--- config.mk ---
export PLATFORM = sky130hd
export DESIGN_NAME = id_pipe_stage
export DESIGN_NICKNAME = d
export VERILOG_FILES = /design/src/rtl/id_pipe_stage.sv
export SDC_FILE = /design/constraint.sdc
export NUM_CORES = 2
export LEC_CHECK = 0
export CORE_MARGIN = 4
export CORE_UTILIZATION = 29
export DETAILED_ROUTE_END_ITERATION = 6
export SLEW_MARGIN = 15
export SYNTH_ARGS = -nofsm -noshare
export SYNTH_HDL_FRONTEND = slang
export SYNTH_SLANG_ARGS = --single-unit
--- constraint.sdc ---
create_clock -name clk -period 5.4 [get_ports clk]
set_clock_uncertainty 0.15 [all_clocks]
set_input_delay 1.08 -clock clk [delete_from_list [all_inputs] [get_ports clk]]
set_output_delay 1.08 -clock clk [all_outputs]
set_load 0.05 [all_outputs]
--- src/rtl/id_pipe_stage.sv ---
// Decode-stage register file, load-use hazard detection and ID/EX pipeline register.
// A load occupies a pending slot for LOAD_LAT cycles; dependents stall until it drains.
module id_pipe_stage #(
    parameter  int XLEN     = 32,
    parameter  int NREG     = 32,
    parameter  int CTRL_W   = 16,
    parameter  int LOAD_LAT = 1,
    localparam int AW       = $clog2(NREG)
) (
    input  logic              clk,
    input  logic              rst_n,
    input  logic              in_valid,
    output logic              in_ready,
    input  logic [31:0]       instr_id,
    input  logic [XLEN-1:0]   pc_id,
    input  logic [CTRL_W-1:0] ctrl_id,
    input  logic              is_load_id,
    input  logic              use_rs1_id,
    input  logic              use_rs2_id,
    input  logic              flush,
    input  logic              wb_we,
    input  logic [AW-1:0]     wb_rd,
    input  logic [XLEN-1:0]   wb_data,
    output logic              ex_valid,
    output logic [XLEN-1:0]   ex_pc,
    output logic [CTRL_W-1:0] ex_ctrl,
    output logic [XLEN-1:0]   ex_rs1_data,
    output logic [XLEN-1:0]   ex_rs2_data,
    output logic [AW-1:0]     ex_rs1,
    output logic [AW-1:0]     ex_rs2,
    output logic [AW-1:0]     ex_rd,
    output logic              ex_is_load,
    output logic [31:0]       stall_count
);

    logic [XLEN-1:0]     rf [NREG];
    logic [AW-1:0]       rs1, rs2, rd;
    logic [XLEN-1:0]     rs1_data, rs2_data;
    logic [LOAD_LAT-1:0] p_valid;
    logic [AW-1:0]       p_rd [LOAD_LAT];
    logic                rs1_hit, rs2_hit;
    logic                hazard, accepted, stall_inc;
    logic                unused_instr_bits;

    assign rs1 = instr_id[15 +: AW];
    assign rs2 = instr_id[20 +: AW];
    assign rd  = instr_id[7 +: AW];
    assign unused_instr_bits = ^instr_id;

    // Same-cycle write-back is forwarded so the captured operand is never stale.
    always_comb begin
        rs1_data = rf[rs1];
        rs2_data = rf[rs2];
        if (rs1 == '0)
            rs1_data = '0;
        else if (wb_we && wb_rd == rs1)
            rs1_data = wb_data;
        if (rs2 == '0)
            rs2_data = '0;
        else if (wb_we && wb_rd == rs2)
            rs2_data = wb_data;
    end

    always_comb begin
        rs1_hit = 1'b0;
        rs2_hit = 1'b0;
        for (int k = 0; k < LOAD_LAT; k++) begin
            if (p_valid[k] && p_rd[k] == rs1) rs1_hit = 1'b1;
            if (p_valid[k] && p_rd[k] == rs2) rs2_hit = 1'b1;
        end
        hazard = in_valid && ((use_rs1_id && rs1 != '0 && rs1_hit) ||
                              (use_rs2_id && rs2 != '0 && rs2_hit));
    end

    // A flush overrides a hazard: the killed instruction must not hold up fetch.
    assign in_ready  = !hazard || flush;
    assign accepted  = in_valid && in_ready && !flush;
    assign stall_inc = hazard && !flush;

    always_ff @(posedge clk or negedge rst_n) begin
        if (!rst_n) begin
            for (int i = 0; i < NREG; i++) rf[i] <= '0;
        end else if (wb_we && wb_rd != '0) begin
            rf[wb_rd] <= wb_data;
        end
    end

    always_ff @(posedge clk or negedge rst_n) begin
        if (!rst_n) begin
            p_valid <= '0;
            for (int k = 0; k < LOAD_LAT; k++) p_rd[k] <= '0;
        end else begin
            p_valid[0] <= accepted && is_load_id && rd != '0;
            p_rd[0]    <= rd;
            for (int k = 1; k < LOAD_LAT; k++) begin
                p_valid[k] <= p_valid[k-1];
                p_rd[k]    <= p_rd[k-1];
            end
        end
    end

    // Bubbles clear only the fields that could trigger side effects downstream.
    always_ff @(posedge clk or negedge rst_n) begin
        if (!rst_n) begin
            ex_valid    <= 1'b0;
            ex_pc       <= '0;
            ex_ctrl     <= '0;
            ex_rs1_data <= '0;
            ex_rs2_data <= '0;
            ex_rs1      <= '0;
            ex_rs2      <= '0;
            ex_rd       <= '0;
            ex_is_load  <= 1'b0;
        end else if (accepted) begin
            ex_valid    <= 1'b1;
            ex_pc       <= pc_id;
            ex_ctrl     <= ctrl_id;
            ex_rs1_data <= rs1_data;
            ex_rs2_data <= rs2_data;
            ex_rs1      <= rs1;
            ex_rs2      <= rs2;
            ex_rd       <= rd;
            ex_is_load  <= is_load_id;
        end else begin
            ex_valid    <= 1'b0;
            ex_ctrl     <= '0;
            ex_rd       <= '0;
            ex_is_load  <= 1'b0;
        end
    end

    always_ff @(posedge clk or negedge rst_n) begin
        if (!rst_n)
            stall_count <= '0;
        else if (stall_inc && stall_count != '1)
            stall_count <= stall_count + 32'd1;
    end

endmodule
==> results.txt <==
The number of nets handed over by synthesis was 4983. In the final layout, the share of cells above drive strength 1 is 0.2812. met2 is the most crowded layer. The share of synthesized area in the top cell type comes to 0.4937. For this design the ratio of total power to cell area is 375.9 mW/mm². After clock tree synthesis, the clock-pin slew on the worst setup and hold paths is 60 ps. The I/O pin total came out at 287.

Setup slack closes at 872.2 ps. The arrival time at the worst endpoint is 3300 ps. By area the synthesized netlist is led by dfrtp_1 49%, mux4_2 14%, mux2_2 11%. The maximum level of the CTS H-tree came out at 4. The post-detailed-route DRC marker count came out at 0. The maximum cell stage delay along the critical path came out at 610 ps. The worst vdd rail ir drop came out at 0.0003612 V. The accumulated negative setup slack is 0 ps. The critical path's slowest cell is clkdlybuf4s50_1. The hold-fix buffer count after cts came out at 0. The tool flagged a number of max-cap violations equal to 0. Of all nets on the critical path, the largest fanout is 16. The floorplan step defined a core boundary enclosing 0.2071 mm². The HPWL after detailed placement is 125600 µm. The die area is 0.2155 mm². The via count of the first global-routing pass came out at 43180. At the placement stage, the worst setup path has a slack of 795.9 ps. The source-to-sink clock delay at the later pin of the worst-skew pair is 790 ps. The number of buffers inserted to repair setup after CTS came out at 0. In this run the critical register-to-register path is launched from stall_count[7]. Row generation in the floorplan step produced 167 rows.

STA classifies the critical path endpoint as an output port. The reported leakage power came out at 30.45 nW. Data on the critical path is required at its endpoint by 4170 ps.

The global-route wire length before repair came out at 311700 µm. In the synthesized netlist, the number of instances is 4857. The pin count of the biggest net entering global routing came out at 139. Internal power comes to 18.66 mW. The count of endpoints failing hold in the final timing report is 0. Static timing analysis puts the maximum clock frequency at 0.2209 GHz. In the finished design, the share of the clock period the worst path needs comes to 0.8385. The number of antenna violations at the first check in global routing is 16. The share of total power in combinational logic is 0.204.

The number of failing setup endpoints in the final timing report is 0. The routability congestion estimate came out at 0.8764. The count of cell types in the netlist came out at 53. The total iterations of the first detailed-routing run is 7.

For this block, the via count after detailed routing is 42990. Of the synthesized area, sequential elements account for 0.4937. The effective utilization at floorplan came out at 0.2915. The slew at the pin closest to its max-slew limit is 1322 ps. The critical path goes through clkdlybuf4s50_1, xnor2_1, o311ai_2, o22a_4, nor3_4, inv_2, buf_4. The Yosys step of the flow raised 0 warnings. The post-synthesis register bit count is 1191. The shortest clock period the worst path allows after layout came out at 4528 ps. The count of input and output buffers came out at 269. The power after layout came out at 26.60 mW. The biggest area contributor in the post-synthesis netlist is dfrtp_1. Dividing the detail-routed via count by the number of cells gives 5.515.

The slack of the worst reg-to-reg path came out at 2480 ps. The met3 usage came out at 0.04974. Wires add up to 213400 µm. No sink is reached through more buffers than the 3 on the longest clock path.

The overall routing resource usage came out at 0.1945. The average instance in the mapped netlist occupies 12.43 µm². The count of flip-flops with a built-in enable after synthesis is 0.

For met2 alone, demand over resource in global routing was 0.3087. In this run the critical register-to-register path is captured at stall_count[8]. The height of the die is 464.2 µm.

Across the whole layout, storage elements account for 0.02980 mm². The number of buffers created by CTS came out at 137. The sequential fraction of design power is 0.441. The kind of start point of the critical path is a primary input. The count of nets left with antenna violations once routing finished came out at 0. The run finished with clean final reports. The type of the worst setup path is in2out. The wire length per cell came out at 27.38 µm. The die outline width is 464.2 µm. The initial DRC count came out at 4287. The tightest min-delay check is of the in2async type. The area occupied by multi-input gates is 0.02868 mm². From synthesis to final layout, the design area changed by 17.22%. The global routing met1 resource utilization came out at 0.2517.

The max-slew violation count came out at 0. Post-CTS repair changed the size of 0 cells. The relative contribution of the clock network to total power is 0.355.

Among all flip-flop cells after synthesis, the most frequent one is dfrtp_1. Setup repair after global routing left no endpoint under its margin. The fraction of registers with async set or reset after synthesis came out at 1.000. The total number of nets in the final design is 5034. The netlist area before placement came out at 0.06037 mm². The TritonCTS sink count is 1191. The net switching power of the design came out at 7.947 mW.

The worst-case reg-to-reg path depth is 6. The cell sitting at the root of the clock tree is a clkbuf_16. The share of total power consumed by net switching came out at 0.2987. After global routing the overflow that remains totals 0.

TritonCTS built the clock tree. The count of filler cells inserted in the layout is 20150. The worst pin sits at a relative slew slack of 0.1187.
[placed cells by master, fill, tap and decap left out, drive strengths merged, types with 40 or more instances in the layout]
| master | netlist | final |
|---|---|---|
| a221oi | 62 | 62 |
| a22oi | 127 | 127 |
| buf | 146 | 129 |
| clkbuf | 334 | 197 |
| clkdlybuf4s50 | 0 | 262 |
| dfrtp | 1191 | 1191 |
| inv | 35 | 40 |
| mux2 | 576 | 576 |
| mux2i | 322 | 322 |
| mux4 | 385 | 385 |
| nand2 | 705 | 705 |
| nand3 | 81 | 81 |
| nand4 | 46 | 46 |
| nor2 | 57 | 57 |
| o21ai | 513 | 513 |
[sequential cells by signal (all words and copies together) (netlist names)]
register	cells
ex_rd	5
ex_valid	1
ex_rs2	5
ex_ctrl	16
stall_count	32
ex_is_load	1
ex_pc	32
rf	1024
p_rd	5
ex_rs2_data	32
ex_rs1_data	32
p_valid	1
ex_rs1	5
[power groups by stage]
stage                     sequential, mW  clock, mW  combinational (mW)
after detailed placement            11.9          0                5.42
after floorplan                     11.9          0                3.38
after global routing                11.9       9.97                5.86
final                               11.7       9.45                5.42
after CTS                           11.7       9.62                5.44
after global placement              11.8          0                5.31
[metal layers]
metal / routed length (µm) / vias to the layer above
li1: - / 18000
met1: 85850 / 22520
met2: 99420 / 1972
met3: 18020 / 485
met4: 10080 / 10
met5: 66 / -
[cell usage after synthesis (29+ instances only)]
library cell	instances
a21oi_1	33
a221oi_1	32
a221oi_2	30
a22o_1	32
a22oi_1	127
buf_2	92
buf_4	29
clkbuf_1	334
dfrtp_1	1191
inv_1	33
mux2_2	576
mux2i_1	322
mux4_2	385
nand2_1	705
nand3_1	81
nand4_1	46
nor2_1	57
o21ai_0	512
o22ai_1	31
[layout make-up]
type                       instances  share of cell area
sequential                      1191              0.4212
multi-input combinational       3151              0.4054
timing repair buffer             392             0.05785
clock buffer                     196             0.05612
tap                             2788             0.04930
clock inverter                    38            0.008169
inverter                          35            0.001857
antenna                            5           0.0001768
[how the worst max path moves through the flow]
stage,from,slack (ps),cells after the start,end
after floorplan,instr_id[20],1730,7,in_ready
after global placement,instr_id[18],770,7,in_ready
after detailed placement,instr_id[18],800,7,in_ready
after CTS,instr_id[18],780,7,in_ready
after global routing,instr_id[18],710,7,in_ready
final,instr_id[18],870,7,in_ready
[critical path, delay by kind of cell]
| family | cells | cell delay [ps] |
|---|---|---|
| simple gates | 1 | 540 |
| buf+inv | 3 | 980 |
| compound gates | 2 | 390 |
| xor+xnor | 1 | 280 |
[logic make-up (layout without fill, tap and decap cells)]
| family | Yosys count | in the layout | share of synthesized area |
|---|---|---|---|
| AO/OA/AOI/OAI | 835 | 835 | 0.08786 |
| adder cells (fa/ha/maj) | 1 | 1 | 0.0002072 |
| buffers and inverters | 515 | 661 | 0.03648 |
| XOR/XNOR | 51 | 51 | 0.007399 |
| AND/OR/NAND/NOR | 981 | 981 | 0.06987 |
| other | 0 | 5 | 0 |
| flip-flops | 1191 | 1191 | 0.4937 |
| multiplexers | 1283 | 1283 | 0.3045 |
[metrics by stage]
| stage | hold WS (ps) | util | area, µm² | instances |
|---|---|---|---|---|
| 2_1_floorplan | 295.1 | - | 60370 | 4857 |
| 3_3_place_gp | 231.0 | 0.3197 | 66200 | 7557 |
| 3_5_place_dp | 236.6 | 0.3197 | 66200 | 7557 |
| 4_1_cts | 200.3 | 0.3417 | 70750 | 7791 |
| 5_1_grt | 211.8 | 0.3417 | 70750 | 7791 |
| 6_report | 192.7 | 0.3417 | 70760 | 7796 |
Note: power is estimated with default switching activity, not from simulation.
